### config.mk
export PLATFORM = sky130hd
export DESIGN_NAME = fetch_pipe
export DESIGN_NICKNAME = d
export VERILOG_FILES = /design/src/rtl/fetch_pipe.sv
export SDC_FILE = /design/constraint.sdc
export NUM_CORES = 1
export LEC_CHECK = 0
export CAP_MARGIN = 20
export CORE_ASPECT_RATIO = 1.75
export CORE_UTILIZATION = 25
export CTS_CLUSTER_SIZE = 20
export DETAILED_ROUTE_END_ITERATION = 7
export PLACE_DENSITY_LB_ADDON = 0.12
export SYNTH_ARGS = -nofsm -noshare
export SYNTH_HDL_FRONTEND = slang
export SYNTH_SLANG_ARGS = --single-unit
### constraint.sdc
create_clock -name Clk_Core -period 5.2 [get_ports Clk_Core]
set_clock_uncertainty 0.1 [all_clocks]
set_input_delay 0.52 -clock Clk_Core [delete_from_list [all_inputs] [get_ports Clk_Core]]
set_output_delay 0.52 -clock Clk_Core [all_outputs]
set_load 0.01 [all_outputs]
### src/rtl/fetch_pipe.sv
// Instruction-fetch stage: owns the PC, issues one instruction-memory read per instruction,
// and registers the fetched word, its PC and PC+4 into the IF/ID outputs for decode.
// Handles decode stalls via a one-entry skid buffer, execute redirects, and discard of
// responses that belong to a PC abandoned by a redirect.
module fetch_pipe #(
    parameter int unsigned       DWIDTH    = 32,
    parameter logic [DWIDTH-1:0] RESET_PC  = 32'h0000_0000,
    parameter logic [DWIDTH-1:0] NOP_INSTR = 32'h0000_0013
) (
    input  logic              Clk_Core,
    input  logic              Rst_Core_N,
    input  logic              stall_i,
    input  logic              redirect_i,
    input  logic [DWIDTH-1:0] redirect_pc_i,
    output logic              imem_req_o,
    output logic [DWIDTH-1:0] imem_addr_o,
    input  logic              imem_rvalid_i,
    input  logic [DWIDTH-1:0] imem_rdata_i,
    output logic [DWIDTH-1:0] instruct_do,
    output logic [DWIDTH-1:0] pc_do,
    output logic [DWIDTH-1:0] pc_plus_do,
    output logic              valid_do
);

    typedef enum logic [1:0] {
        StReq,
        StWait,
        StHold
    } state_e;

    state_e            state_q;
    logic [DWIDTH-1:0] pc_q;
    logic              drop_q;
    logic [DWIDTH-1:0] skid_q;
    logic [DWIDTH-1:0] instr_q;
    logic [DWIDTH-1:0] pc_out_q;
    logic [DWIDTH-1:0] pc_plus_q;
    logic              valid_q;
    logic [DWIDTH-1:0] pc_inc;

    // PC+4 wraps naturally at the top of the address space.
    assign pc_inc = pc_q + DWIDTH'(4);

    // At most one request outstanding: only the REQ state asks memory for a word.
    assign imem_req_o  = (state_q == StReq);
    assign imem_addr_o = pc_q;

    assign instruct_do = instr_q;
    assign pc_do       = pc_out_q;
    assign pc_plus_do  = pc_plus_q;
    assign valid_do    = valid_q;

    // Fetch FSM with registered IF/ID outputs; reset > redirect > stall.
    always_ff @(posedge Clk_Core) begin
        if (!Rst_Core_N) begin
            state_q   <= StReq;
            pc_q      <= RESET_PC;
            drop_q    <= 1'b0;
            skid_q    <= '0;
            instr_q   <= NOP_INSTR;
            pc_out_q  <= '0;
            pc_plus_q <= '0;
            valid_q   <= 1'b0;
        end else if (redirect_i) begin
            // Flush overrides a stall: whatever decode holds is on the wrong path.
            pc_q    <= {redirect_pc_i[DWIDTH-1:2], 2'b00};
            instr_q <= NOP_INSTR;
            valid_q <= 1'b0;
            unique case (state_q)
                StReq: begin
                    // The request going out this cycle targets the old PC.
                    drop_q  <= 1'b1;
                    state_q <= StWait;
                end
                StWait: begin
                    if (imem_rvalid_i) begin
                        drop_q  <= 1'b0;
                        state_q <= StReq;
                    end else begin
                        drop_q <= 1'b1;
                    end
                end
                StHold: begin
                    state_q <= StReq;
                end
                default: state_q <= StReq;
            endcase
        end else begin
            unique case (state_q)
                StReq: begin
                    state_q <= StWait;
                    // Decode has consumed the last word; do not present it twice.
                    if (!stall_i) begin
                        instr_q <= NOP_INSTR;
                        valid_q <= 1'b0;
                    end
                end
                StWait: begin
                    if (imem_rvalid_i && drop_q) begin
                        drop_q  <= 1'b0;
                        state_q <= StReq;
                        if (!stall_i) begin
                            instr_q <= NOP_INSTR;
                            valid_q <= 1'b0;
                        end
                    end else if (imem_rvalid_i) begin
                        if (!stall_i) begin
                            instr_q   <= imem_rdata_i;
                            pc_out_q  <= pc_q;
                            pc_plus_q <= pc_inc;
                            valid_q   <= 1'b1;
                            pc_q      <= pc_inc;
                            state_q   <= StReq;
                        end else begin
                            skid_q  <= imem_rdata_i;
                            state_q <= StHold;
                        end
                    end else if (!stall_i) begin
                        instr_q <= NOP_INSTR;
                        valid_q <= 1'b0;
                    end
                end
                StHold: begin
                    if (!stall_i) begin
                        instr_q   <= skid_q;
                        pc_out_q  <= pc_q;
                        pc_plus_q <= pc_inc;
                        valid_q   <= 1'b1;
                        pc_q      <= pc_inc;
                        state_q   <= StReq;
                    end
                end
                default: state_q <= StReq;
            endcase
        end
    end

endmodule

==> summary.txt <==
Drt
  • Via-to-Cell Ratio: ~5.0
  • 1st-iter DRT viols: just over 300
  • DR vias: just under 7k
  • Post-route antenna net violation count: 0
  • Wire per inst: 19.12 um
  • Final wirelength: 26,200 um
  • DRC: 0
  • First drt pass iteration count: 4

CTS
  • Hold_buf cts: 0
  • Clk_lat worst skew: 440 ps
  • Num CTS Buffers: 17
  • CTS sink cnt: roughly 160
  • Setup bufs post-CTS: 0
  • Clock Pin Slew Worst Setup and Hold Paths: roughly 60 ps
  • Clock buffer depth: 2
  • H-tree depth: 4
  • Root buf cell: clkbuf_16
  • PostCTS Resize Cnt: 0
  • CTS tree: built

Critical path
  • CP startpoint kind: register
  • CP max FO: 39
  • FF-to-FF Start: state_q[1]
  • Flop2flop setup slack: roughly 2300 ps
  • Crit path DAT: approximately 3100 ps
  • Worst Path Class, Setup: reg -> reg
  • Crit. Startpoint: state_q[1]
  • WP data required: around 5500 ps
  • Reg-to-reg endpoint: imem_addr_o[15]
  • R2R depth: 7
  • Critical Path End Type: register

Power
  • Max IR drop VDD: ~0.22 mV
  • Leak: between 0.003 and 0.004 uW
  • Pwr/cell area: 311.2 mW/mm2

Synth
  • Mapped cell area: approximately 0.007 mm2
  • Ys flop type: dfxtp_1
  • Mean Syn Cell Area: between 8 and 9 um2
  • Register area share after synthesis: a little under half
  • Post-synth EDFFs: 0
  • Syn Inst Count: between 800 and 900
  • Ys async rst share: 0%
  • Number of synthesized register bits: 158
  • Synth Warn #: 0
  • Synth cell types: 56

Timing
  • Final period utilization: 55.20%
  • FMAX: approximately 350 MHz
  • Minimum clock period: approximately 2900 ps
  • Slew HR: between 30% and 40%
  • Slew at the pin with the worst max-slew slack: 956.8 ps
  • Final Setup Violations: 0
  • Hold slack: between 300 and 400 ps
  • Max Slew Vio Count: 0
  • Setup TNS Final: 0 ps
  • RSZ-0062 raised after global routing: false
  • Final Hold Viols: 0

GRT
  • Initial antenna violation count: 1
  • Via count of the first global-routing pass: 6,635
  • First-pass GRT wire length: slightly below 40,000 um
  • Largest net degree at the start of global routing: ~70
  • Grt ovf: 0
  • Total Routing Usage GR: a little under a fifth

Die
  • # IOs: between 150 and 200
  • Starting Density: around a quarter
  • Die area: approximately 0.029 mm2
  • Die Ht: between 200 and 250 um
  • Num rows: 80
  • Core ar.: between 0.02 and 0.03 mm2
  • Die width: 128.6 um

Final layout
  • Final nets: about 1.1k
  • Util after Layout: a little over a third
  • Layout cell share with drive strength beyond 1: ~5.6%
  • Area grow syn2layout: 40.25%
  • N_diodes: 0
  • Fillers: 2,970

Worst hold path
  • WHS Path Cells: 2
  • Hold_sp: pc_do[19]
  • Worst hold-check path type: reg -> reg
  • Hold Path End: pc_do[19]

Placement
  • Final HPWL DP: approximately 18,000 um
  • GPL Wtd Cong: roughly 0.75
  • IO Port Bufs: 190

Flow run
  • Max-cap violations: 0

Run status
  • Outcome: completed
[stage by stage]
| step | std cells | worst slack (ps) | area [um2] | total power, uW |
|---|---|---|---|---|
| global placement | 1338 | 1993 | 9164 | 1647 |
| detailed placement | 1338 | 1972 | 9164 | 1648 |
| CTS | 1370 | 2289 | 9827 | 3110 |
| finish | 1370 | 2329 | 9827 | 3058 |
| global route | 1370 | 2052 | 9827 | 3172 |
| floorplan | 849 | 2831 | 7025 | 1464 |
[worst max-delay path: stages (launching register included)]
cell and delay (ps):
dfxtp_1 340, inv_1 80, ha_1 330, and3b_2 800, o21ai_2 120, buf_4 290
or4_1 550, a31oi_1 160
[how the worst max path moves through the flow]
stage / endpoint / cells past startpoint
2_1_floorplan: imem_addr_o[18] / 6
3_3_place_gp: pc_plus_do[27] / 6
3_5_place_dp: imem_addr_o[15] / 6
4_1_cts: imem_addr_o[15] / 7
5_1_grt: pc_plus_do[14] / 7
6_report: imem_addr_o[15] / 7
[final cells by class]
type / instances / area [um2] / share of cell area [%]
Clock buffer: 21 / 450.4 / 4.584
Clock inverter: 11 / 212.7 / 2.165
Inverter: 10 / 37.54 / 0.3820
Multi-Input combinational cell: 596 / 3480 / 35.41
Sequential cell: 158 / 3163 / 32.19
Tap cell: 369 / 461.7 / 4.698
Timing Repair Buffer: 205 / 2022 / 20.58
[synthesized netlist by cell type (6+ instances only)]
cell type | n | share of area [%]
a211oi_1 | 10 | 1.1
a21oi_1 | 80 | 5.7
a22oi_1 | 32 | 3.4
a31oi_1 | 29 | 2.6
buf_1 | 6 | 0.32
buf_2 | 8 | 0.57
buf_4 | 8 | 0.86
clkbuf_1 | 59 | 3.2
dfxtp_1 | 158 | 45
inv_1 | 8 | 0.43
nand2_1 | 144 | 7.7
nand3_1 | 26 | 1.9
nand4_1 | 11 | 0.98
nor2_1 | 19 | 1.0
nor3_1 | 8 | 0.57
o211ai_1 | 8 | 0.86
o21ai_0 | 58 | 4.1
o2bb2ai_1 | 30 | 3.7
o31ai_1 | 21 | 2.2
or3_1 | 13 | 1.2
or4_1 | 25 | 2.7
xnor2_1 | 12 | 1.5
[report_power, final]
| part | internal, uW | switching (uW) | leakage, uW |
|---|---|---|---|
| combinational | 148 | 160 | 0.00148 |
| clock | 912 | 531 | 0.000325 |
| sequential | 1250 | 60.9 | 0.00128 |
| total | 2310 | 752 | 0.00309 |
[layout by cell type (no fill, tap or decap), types with 5 or more instances in the layout]
| cell type | synthesis | routed |
|---|---|---|
| clkdlybuf4s50_1 | 0 | 189 |
| o211ai_1 | 8 | 8 |
| or4_1 | 25 | 25 |
| a211oi_1 | 10 | 9 |
| o2bb2ai_1 | 30 | 30 |
| buf_4 | 8 | 14 |
| and3_1 | 5 | 5 |
| bufinv_16 | 0 | 6 |
| nand3_1 | 26 | 26 |
| o31ai_1 | 21 | 21 |
| a22oi_1 | 32 | 32 |
| xnor2_1 | 12 | 12 |
| o21ai_0 | 58 | 58 |
| xor2_1 | 5 | 5 |
| a31oi_1 | 29 | 29 |
| nor2_1 | 19 | 19 |
| inv_1 | 8 | 8 |
| nand2_1 | 144 | 144 |
| and4_1 | 5 | 5 |
| dfxtp_1 | 158 | 158 |
| nor3_1 | 8 | 7 |
| nand4_1 | 11 | 11 |
| or3_1 | 13 | 13 |
| clkbuf_16 | 0 | 17 |
| a21oi_1 | 80 | 80 |
| conb_1 | 1 | 6 |
[state kept, by name, summed over array words and instances, names as in the netlist]
signal and cells:
valid_do 1, state_q 2, imem_addr_o 30, drop_q 1, pc_do 30, instruct_do 32, skid_q 32, pc_plus_do 30
[logic make-up after synthesis]
| family | after synthesis | share of synthesized area (%) |
|---|---|---|
| AOI/OAI and AO/OA | 287 | 26.14 |
| xor gates and xnor gates | 17 | 2.125 |
| adders and majority gates | 5 | 0.8929 |
| buffers and inverters | 95 | 5.821 |
| DFF | 158 | 45.14 |
| muxes | 2 | 0.2857 |
| other | 1 | 0.05352 |
| and+or+nand+nor | 279 | 19.54 |
[layer usage]
| layer | vias up | routed length, um | GRT usage, % |
|---|---|---|---|
| met1 | 3265 | 10080 | 19.54 |
| met3 | 35 | 1143 | 3.885 |
| met5 | - | 13 | 0 |
| met2 | 170 | 14260 | 34.44 |
| met4 | 2 | 701 | 7.932 |
| li1 | 3355 | - | - |
(Power assumes the default switching activity.)
